**config.mk**
```make
export PLATFORM = sky130hd
export DESIGN_NAME = nonce_verifier
export DESIGN_NICKNAME = d
export VERILOG_FILES = /design/src/rtl/nonce_verifier_pkg.sv /design/src/rtl/nonce_verifier_micro_hash_round.sv /design/src/rtl/nonce_verifier.sv
export SDC_FILE = /design/constraint.sdc
export NUM_CORES = 1
export LEC_CHECK = 0
export CELL_PAD_IN_SITES_DETAIL_PLACEMENT = 1
export CELL_PAD_IN_SITES_GLOBAL_PLACEMENT = 1
export CORE_MARGIN = 1
export CORE_UTILIZATION = 30
export DETAILED_ROUTE_END_ITERATION = 10
export PLACE_DENSITY_LB_ADDON = 0.05
export SLEW_MARGIN = 5
export SYNTH_ARGS = -nofsm -noshare
export SYNTH_HDL_FRONTEND = slang
export SYNTH_SLANG_ARGS = --single-unit
```
**constraint.sdc**
```tcl
create_clock -name clk -period 6.4 [get_ports clk]
set_clock_uncertainty 0.2 [all_clocks]
set_input_delay 1.28 -clock clk [delete_from_list [all_inputs] [get_ports clk]]
set_output_delay 1.28 -clock clk [all_outputs]
set_load 0.1 [all_outputs]
```
**src/rtl/nonce_verifier_pkg.sv**
```systemverilog
// Shared micro-hash constants, FSM encoding and hash-state type; the miner imports the same package
// so that both ends agree bit-exactly on initial state, round keys and key-switch point.
package nonce_verifier_pkg;

    localparam int ROUNDS_DEF     = 32;
    localparam int K_SWITCH_ROUND = 16;

    localparam logic [7:0] H0_INIT = 8'h01;
    localparam logic [7:0] H1_INIT = 8'h89;
    localparam logic [7:0] H2_INIT = 8'hFE;
    localparam logic [7:0] K_LO    = 8'h99;
    localparam logic [7:0] K_HI    = 8'hA1;

    typedef enum logic [1:0] {
        ST_IDLE  = 2'd0,
        ST_ROUND = 2'd1,
        ST_DONE  = 2'd2
    } state_t;

    typedef struct packed {
        logic [7:0] h0;
        logic [7:0] h1;
        logic [7:0] h2;
    } hstate_t;

    function automatic hstate_t hstate_init();
        hstate_t h;
        h.h0 = H0_INIT;
        h.h1 = H1_INIT;
        h.h2 = H2_INIT;
        return h;
    endfunction

    // Strict unsigned less-than on both leading bytes; target 0 can never pass.
    function automatic logic meets_target(input hstate_t h, input logic [7:0] tgt);
        return (h.h0 < tgt) && (h.h1 < tgt);
    endfunction

endpackage

```
**src/rtl/nonce_verifier_micro_hash_round.sv**
```systemverilog
// One combinational micro-hash round: {H0,H1,H2} + schedule byte W[round] -> next {H0,H1,H2}.
// Zero latency, no flow control; the caller sequences rounds.
module nonce_verifier_micro_hash_round
    import nonce_verifier_pkg::*;
#(
    parameter int RND_W = 5
) (
    input  logic [23:0]      h_in,
    input  logic [7:0]       w,
    input  logic [RND_W-1:0] round,
    output logic [23:0]      h_out
);

    hstate_t    cur;
    hstate_t    nxt;
    logic [7:0] x;
    logic [7:0] k;
    logic [7:0] t;

    always_comb begin
        cur = hstate_t'(h_in);
        // Rounds up to and including the switch round mix only H1/H2.
        if (int'(round) > K_SWITCH_ROUND) begin
            x = cur.h0 ^ cur.h1 ^ cur.h2;
            k = K_HI;
        end else begin
            x = cur.h1 ^ cur.h2;
            k = K_LO;
        end
        t      = x + k + w;
        nxt.h0 = cur.h1 ^ t;
        nxt.h1 = cur.h2;
        nxt.h2 = cur.h0 ^ t;
        h_out  = nxt;
    end

endmodule

```
**src/rtl/nonce_verifier.sv**
```systemverilog
// Iterative nonce checker: latches block/nonce/target on start, one hash round per clk, done pulse ROUNDS+1 clk later.
// start is ignored while busy (no queueing); VERIFIER_ERR_CNT_EN adds a saturating failed-verification counter.
module nonce_verifier
    import nonce_verifier_pkg::*;
#(
    parameter int ROUNDS = ROUNDS_DEF
`ifdef VERIFIER_ERR_CNT_EN
    ,
    parameter int CNT_W  = 16
`endif
) (
    input  logic              clk,
    input  logic              reset,
    input  logic              start,
    input  logic [95:0]       block,
    input  logic [31:0]       nonce,
    input  logic [7:0]        target,
    output logic              busy,
    output logic              done,
    output logic              valid,
    output logic [23:0]       hash
`ifdef VERIFIER_ERR_CNT_EN
    ,
    output logic [CNT_W-1:0]  err_count
`endif
);

    localparam int RND_W = (ROUNDS > 1) ? $clog2(ROUNDS) : 1;

    state_t           state;
    state_t           state_d;
    logic [RND_W-1:0] round_q;
    logic [RND_W-1:0] round_d;
    hstate_t          h_q;
    hstate_t          h_d;
    logic [23:0]      h_next;
    logic [95:0]      block_q;
    logic [31:0]      nonce_q;
    logic [7:0]       target_q;
    logic [7:0]       w_cur;
    logic             latch_en;
    logic             finish;

    // Message schedule is rebuilt from the latched inputs every cycle; only W[round] is consumed.
    always_comb begin : w_sched
        logic [7:0] w [ROUNDS];
        for (int i = 0; i < 12; i++) begin
            w[i] = block_q[8*i +: 8];
        end
        for (int i = 0; i < 4; i++) begin
            w[12+i] = nonce_q[8*i +: 8];
        end
        for (int i = 16; i < ROUNDS; i++) begin
            w[i] = w[i-3] | (w[i-9] ^ w[i-14]);
        end
        w_cur = w[round_q];
    end

    nonce_verifier_micro_hash_round #(
        .RND_W (RND_W)
    ) u_round (
        .h_in  (h_q),
        .w     (w_cur),
        .round (round_q),
        .h_out (h_next)
    );

    always_comb begin
        state_d  = state;
        round_d  = round_q;
        h_d      = h_q;
        latch_en = 1'b0;
        finish   = 1'b0;
        case (state)
            ST_IDLE: begin
                if (start) begin
                    state_d  = ST_ROUND;
                    latch_en = 1'b1;
                    h_d      = hstate_init();
                    round_d  = '0;
                end
            end
            ST_ROUND: begin
                h_d     = hstate_t'(h_next);
                round_d = round_q + 1'b1;
                if (round_q == RND_W'(ROUNDS - 1)) begin
                    state_d = ST_DONE;
                    round_d = '0;
                end
            end
            ST_DONE: begin
                finish  = 1'b1;
                state_d = ST_IDLE;
            end
            default: begin
                state_d = ST_IDLE;
            end
        endcase
    end

    always_ff @(posedge clk or posedge reset) begin
        if (reset) begin
            state    <= ST_IDLE;
            round_q  <= '0;
            h_q      <= '0;
            block_q  <= '0;
            nonce_q  <= '0;
            target_q <= '0;
            done     <= 1'b0;
            valid    <= 1'b0;
            hash     <= '0;
        end else begin
            state   <= state_d;
            round_q <= round_d;
            h_q     <= h_d;
            done    <= finish;
            if (latch_en) begin
                block_q  <= block;
                nonce_q  <= nonce;
                target_q <= target;
            end
            // Result registers hold until the next completed verification.
            if (finish) begin
                hash  <= h_q;
                valid <= meets_target(h_q, target_q);
            end
        end
    end

    assign busy = (state != ST_IDLE);

`ifdef VERIFIER_ERR_CNT_EN
    always_ff @(posedge clk or posedge reset) begin
        if (reset) begin
            err_count <= '0;
        end else if (finish && !meets_target(h_q, target_q) && (err_count != '1)) begin
            err_count <= err_count + 1'b1;
        end
    end
`endif

endmodule
```
* Word-level counts from Yosys, hierarchy flattened
Index checks and enable logic that the tools add are counted.
Storage, ports and cells: memories 0, input port bits 139, bits in latches 0, ROM bits 0, logic and storage cells 83, output and inout port bits 27, register bits 193, bits in writable memories 0
Operators by class: multiply operators 0, divide/modulo/power cells 0, shifts and indexed selects 0, $add $sub $neg 3, muxes and demuxes 16, reductions and logical operators 6, magnitude comparators 4, bitwise gates (word level) 38, eq/ne operators 5
Operators with widths (count):
- $xor 8x8->8 | 21
- $or 8x8->8 | 16
- $pmux 24 s2 | 1
- $bmux 8 s5 | 1
- $mux 24 | 1
- $mux 8 | 3
- $add 8x8->8 | 2
- $lt 8x8->1 | 2
- $mux 5 | 2
- $pmux 5 s2 | 1
- $ge 6x6->1 const B | 1
- $mux 6 | 1
- $not 5->6 | 1
- $add 5x1->5 const B | 1
- $eq 5x5->1 const B | 1
- $gt 5x5->1 const B | 1
- $mux 2 | 2
- $ne 2x2->1 const B | 2
- $pmux 2 s2 | 1
- $reduce_and 2->1 | 2
- $reduce_bool 2->1 | 2
- $mux 1 | 3
- $eq 2x1->1 const B | 1
- $eq 2x2->1 const B | 1
- other kinds (2) | 2

* Logic depth before layout (Yosys ltp)
depth in word-level cells 13, depth in mapped cells 24, gate-level depth less buffers 21

* Modules after synthesis
Synthesis repeated with hierarchy kept, for this count alone.
Unflattened totals: cells, all modules 1325, area, all modules 11723.7 µm²
Modules (own cells, without submodules):
- nonce_verifier | cells an instance 1199, times used 1, sequential area each 4829.6 µm², area an instance 10724.0 µm²
- nonce_verifier_micro_hash_round | cells an instance 126, times used 1, sequential area each 0.0 µm², area an instance 999.7 µm²

* Worst setup path after synthesis
OpenSTA, ideal clock, no wires.
path kind reg2reg, from register round_q[1], to register h_q[23] (netlist bit), cell stages (with the launch flop) 20, buffers on the path 3, library setup time 0.129 ns, setup slack 2.105 ns, arrival time 3.966 ns, clock period less this slack 4.295 ns, data required time 6.071 ns, path through dfrtp_1 > buf_2 > buf_2 > buf_1 > mux4_2 > mux4_2 > nand2_1 > o21ai_0 > ha_1 > ha_1 > inv_1 > fa_1 > inv_1 > a21o_1 > a21oi_1 > o21ai_0 > xnor2_1 > xor2_1 > xor2_1 > o21ai_1
On the way: longest elaborated chain between the ends 7, elaborated cells between the ends (all ways) 11, those cells by class add/sub (2); order compare (1); mux (6); bitwise (2)
RTL lines:
- start: declaration | RTL line nonce_verifier.sv:32 | logic [RND_W-1:0] round_q;
- start signal: assignment | RTL line nonce_verifier.sv:114 | round_q <= round_d;
- parallel branches: the longest is 4 deep, another holds $add 8x8->8
- $add 8x8->8 * | RTL line nonce_verifier_micro_hash_round.sv:30 | t = x + k + w;
- $xor 8x8->8 * | RTL line nonce_verifier_micro_hash_round.sv:31 | nxt.h0 = cur.h1 ^ t;
- $pmux 24 s2 * | RTL line nonce_verifier.sv:74 | case (state)
- end signal: assignment | RTL line nonce_verifier.sv:105 | h_q <= '0;
- end signal: assignment | RTL line nonce_verifier.sv:115 | h_q <= h_d;
- end: declaration | RTL line nonce_verifier.sv:34 | hstate_t h_q;
Mark *: on every way between the ends. The select of a mux whose other input is x is not followed. A chain may end at the register's enable or synchronous reset.

* Worst setup path in the final report
from register round_q[0], to register h_q[23] (netlist bit)
Same word-level chain as after synthesis.

==> impl_metrics.json <==
{
  "outcome": "finished clean",
  "route.met3.wl_um": 1222,
  "hold_viol": 0,
  "cts_tree": "done",
  "p_int_mw": 5.151,
  "synth_mux_area_share_pct": 12.51,
  "max_stage_delay_ns": 0.73,
  "vdd_drop_max_mv": 0.3018,
  "synth.distinct_cells": 57,
  "core_um2": 36960,
  "synthesis.nets": 1404,
  "die_y_um": 196.6,
  "synth_most_common_cell": "nand2_1",
  "syn_to_final_growth_pct": 24.32,
  "gp_congestion": 0.8382,
  "r2r_cells": 17,
  "ys_warn_count": 0,
  "cts_setup_buffers": 0,
  "drc": 0,
  "yosys.area.top_type": "dfrtp_1",
  "hold_depth": 2,
  "pin_count": 166,
  "antenna_cells": 0,
  "num_rows": 70,
  "clock_latency_ns": 0.45,
  "finalSetupViolations": 0,
  "power_leakage_nw": 6.189,
  "min_period_over_period_pct": 75.59,
  "start_util_pct": 30.75,
  "clk_pin_slew_ns": 0.07,
  "seqPwrFrac_pct": 28.4,
  "multi_input_area_um2": 6133,
  "post_cts_resized": 0,
  "clockBufferDepth": 2,
  "final_layout_size_suffix_gt1_share_pct": 10.25,
  "postCtsHoldBufs": 0,
  "grt_max_degree": 102,
  "path_max_fanout": 35,
  "fin_tns_setup_ns": 0,
  "synth_top_family_by_area": "simple AND/OR/NAND/NOR gates",
  "syn_avg_cell_area_um2": 9.211,
  "antenna_left": 0,
  "hold_slack_ns": 0.2846,
  "power_density_nw_per_um2": 670.1,
  "antenna_found_initial": 0,
  "clock.fmax_mhz": 206.7,
  "cts-root-buf": "clkbuf_16",
  "fillers": 4296,
  "synth_top_area_share_pct": 42.49,
  "final_cells": 1879,
  "dp_cells": 1847,
  "cp_cell_sequence": "buf_4 -> mux4_2 -> mux4_2 -> nand2_1 -> o21ai_0 -> ha_1 -> ha_1 -> inv_1 -> fa_1 -> inv_1 -> a21o_1 -> a21oi_1 -> o21ai_0 -> xnor2_1 -> xor2_1 -> xor2_1 -> o21ai_1",
  "ys_ff_latch": 193,
  "min_period_ns": 4.838,
  "synth_compound_gate_area_share_pct": 8.091,
  "p_switching_mw": 4.317,
  "cts.sinks": 193,
  "grt_usage_pct": 19.09,
  "regArea_um2": 4835,
  "reg2reg_slack_ns": 1.56,
  "synthXorXnorAreaFrac_pct": 6.858,
  "crit_family": "multiplexers",
  "p_comb_share_pct": 59.9,
  "wl_met1_um": 18030,
  "startpoint_type": "register",
  "reg2reg_to": "h_q[23]",
  "power_frac_clock_pct": 11.8,
  "die_x_um": 196.6,
  "grt_pass1_vias": 9753,
  "netlist_area_um2": 11370,
  "synth_edf_count": 0,
  "die_area_um2": 38670,
  "rsz0062_at_grt": "no",
  "slew_headroom_pct": 25.87,
  "cp.depth": 17,
  "wl_um": 35210,
  "portBuffers": 165,
  "dr.max_layer_used": "met4",
  "slew_viol_final": 0,
  "cp.arrival_ns": 4.93,
  "grt_overflow": 0,
  "met2_length_um": 15480,
  "wl_per_cell_um": 18.74,
  "vias_per_cell": 4.981,
  "r2r_start": "round_q[0]",
  "holdCritPathClass": "reg -> reg",
  "crit_path_top_delay_cell": "dfrtp_4",
  "hold_end": "block_q[5]",
  "synth_adder_area_share_pct": 3.677,
  "tightest_slew_ns": 1.112,
  "vias": 9359,
  "cts-buffers-inserted": 17,
  "drtPass1Iterations": 5,
  "first_iter_violations": 438,
  "grt_pass1_wl_um": 56680,
  "async_reset_ff_share_pct": 100.0,
  "synthCells": 1234,
  "path_class": "reg -> reg",
  "synthTopCellsByArea": "dfrtp_1 (42%), nand2_1 (14%), mux4_2 (9.1%), xnor2_1 (3.5%), xor2_1 (3.3%)",
  "hp-start": "block_q[5]",
  "crit_required_ns": 6.50,
  "crit_buf_inv": 3,
  "p_sw_share_pct": 45.60,
  "layout.nets": 1532,
  "htreeDepth": 4,
  "hpwl_um": 25660,
  "synth_flop_cell": "dfrtp_1",
  "yosys-top-cells-count": "nand2_1 (429), dfrtp_1 (193), clkbuf_1 (50), o21ai_0 (47)",
  "maxCapViolCount": 0,
  "ys_seq_area_share_pct": 42.49,
  "synth-simple-area-share_pct": 22.70,
  "endpoint_kind": "register"
}
cells in the final DEF (no fill, tap or decap), drive strengths merged, types with 3 or more instances in the layout:
cell type and count:
nor2 41, nand3 16, a311oi 4, a211oi 3, clkdlybuf4s50 165, mux2 24
nand2 429, inv 29, o311ai 11, o211ai 8, nor3 27, or4b 3
o21ai 48, xor2 43, a21oi 39, a31oi 3, nand3b 17, buf 17
clkbuf 20, nor2b 4, xnor2 46, nand2b 15, nor4 22, ha 27
fa 4, a221oi 4, clkinv 9, o31ai 6, nor4b 5, dfrtp 193
mux4 50, or2 6, a21o 8, or3 5
routing by layer:
| layer | track usage [%] | vias to the layer above |
|---|---|---|
| li1 | - | 4473 |
| met2 | 28.70 | 180 |
| met4 | 5.082 | 0 |
| met1 | 28.22 | 4676 |
| met3 | 3.234 | 30 |
| met5 | 0 | - |
cell families (layout without fill, tap and decap cells):
logic type / Yosys count / count (layout)
AO/OA/AOI/OAI: 145 / 145
XOR/XNOR: 89 / 89
adder cells (fa/ha/maj): 31 / 31
buffers and inverters: 103 / 244
flip-flops: 193 / 193
multiplexers: 75 / 75
AND/OR/NAND/NOR: 598 / 598
how the worst max path moves through the flow:
stage / endpoint / slack [ns] / startpoint
6_report: h_q[23] / 1.56 / round_q[0]
5_1_grt: h_q[23] / 1.22 / round_q[0]
4_1_cts: h_q[23] / 1.49 / round_q[0]
3_5_place_dp: h_q[23] / 1.53 / round_q[0]
3_3_place_gp: h_q[23] / 1.56 / round_q[0]
2_1_floorplan: h_q[23] / 2.10 / round_q[1]
flip-flops by register name (all words and copies together) (netlist names):
signal	count
valid	1
nonce_q	32
done	1
hash	24
target_q	8
h_q	24
block_q	96
state	2
round_q	5
power by group through the flow:
stage	combinational, mW	sequential, mW	clock (mW)
after global routing	6.38	2.79	1.19
after floorplan	4.52	2.43	0
after CTS	5.77	2.69	1.16
after global placement	5.59	2.70	0
after detailed placement	5.73	2.71	0
final	5.67	2.68	1.11
cell type report:
cell class                      instances  area share [%]
Clock inverter                         12          0.9298
Multi-Input combinational cell        938           43.41
Inverter                               30          0.8235
Clock buffer                           20           3.303
Timing Repair Buffer                  182           12.86
Sequential cell                       193           34.22
Tap cell                              504           4.463
worst register-to-register path, delay by kind of cell, from the launching register on:
family | cells | cell delay (ns)
buffers and inverters | 3 | 0.56
muxes | 2 | 1.06
adders and majority gates | 3 | 0.89
and+or+nand+nor | 1 | 0.08
AOI/OAI and AO/OA | 5 | 0.58
DFF | 1 | 0.73
xor gates and xnor gates | 3 | 0.58
per-stage QoR:
| step | utilization (%) | power (mW) | cell area (µm²) | setup slack [ns] |
|---|---|---|---|---|
| 2_1_floorplan | - | 6.948 | 11370 | 2.105 |
| 3_3_place_gp | 36.61 | 8.297 | 13530 | 1.562 |
| 3_5_place_dp | 36.61 | 8.437 | 13530 | 1.535 |
| 4_1_cts | 38.23 | 9.614 | 14130 | 1.488 |
| 5_1_grt | 38.23 | 10.36 | 14130 | 1.218 |
| 6_report | 38.23 | 9.468 | 14130 | 1.562 |
No activity file was read; power rests on OpenSTA's default activity.
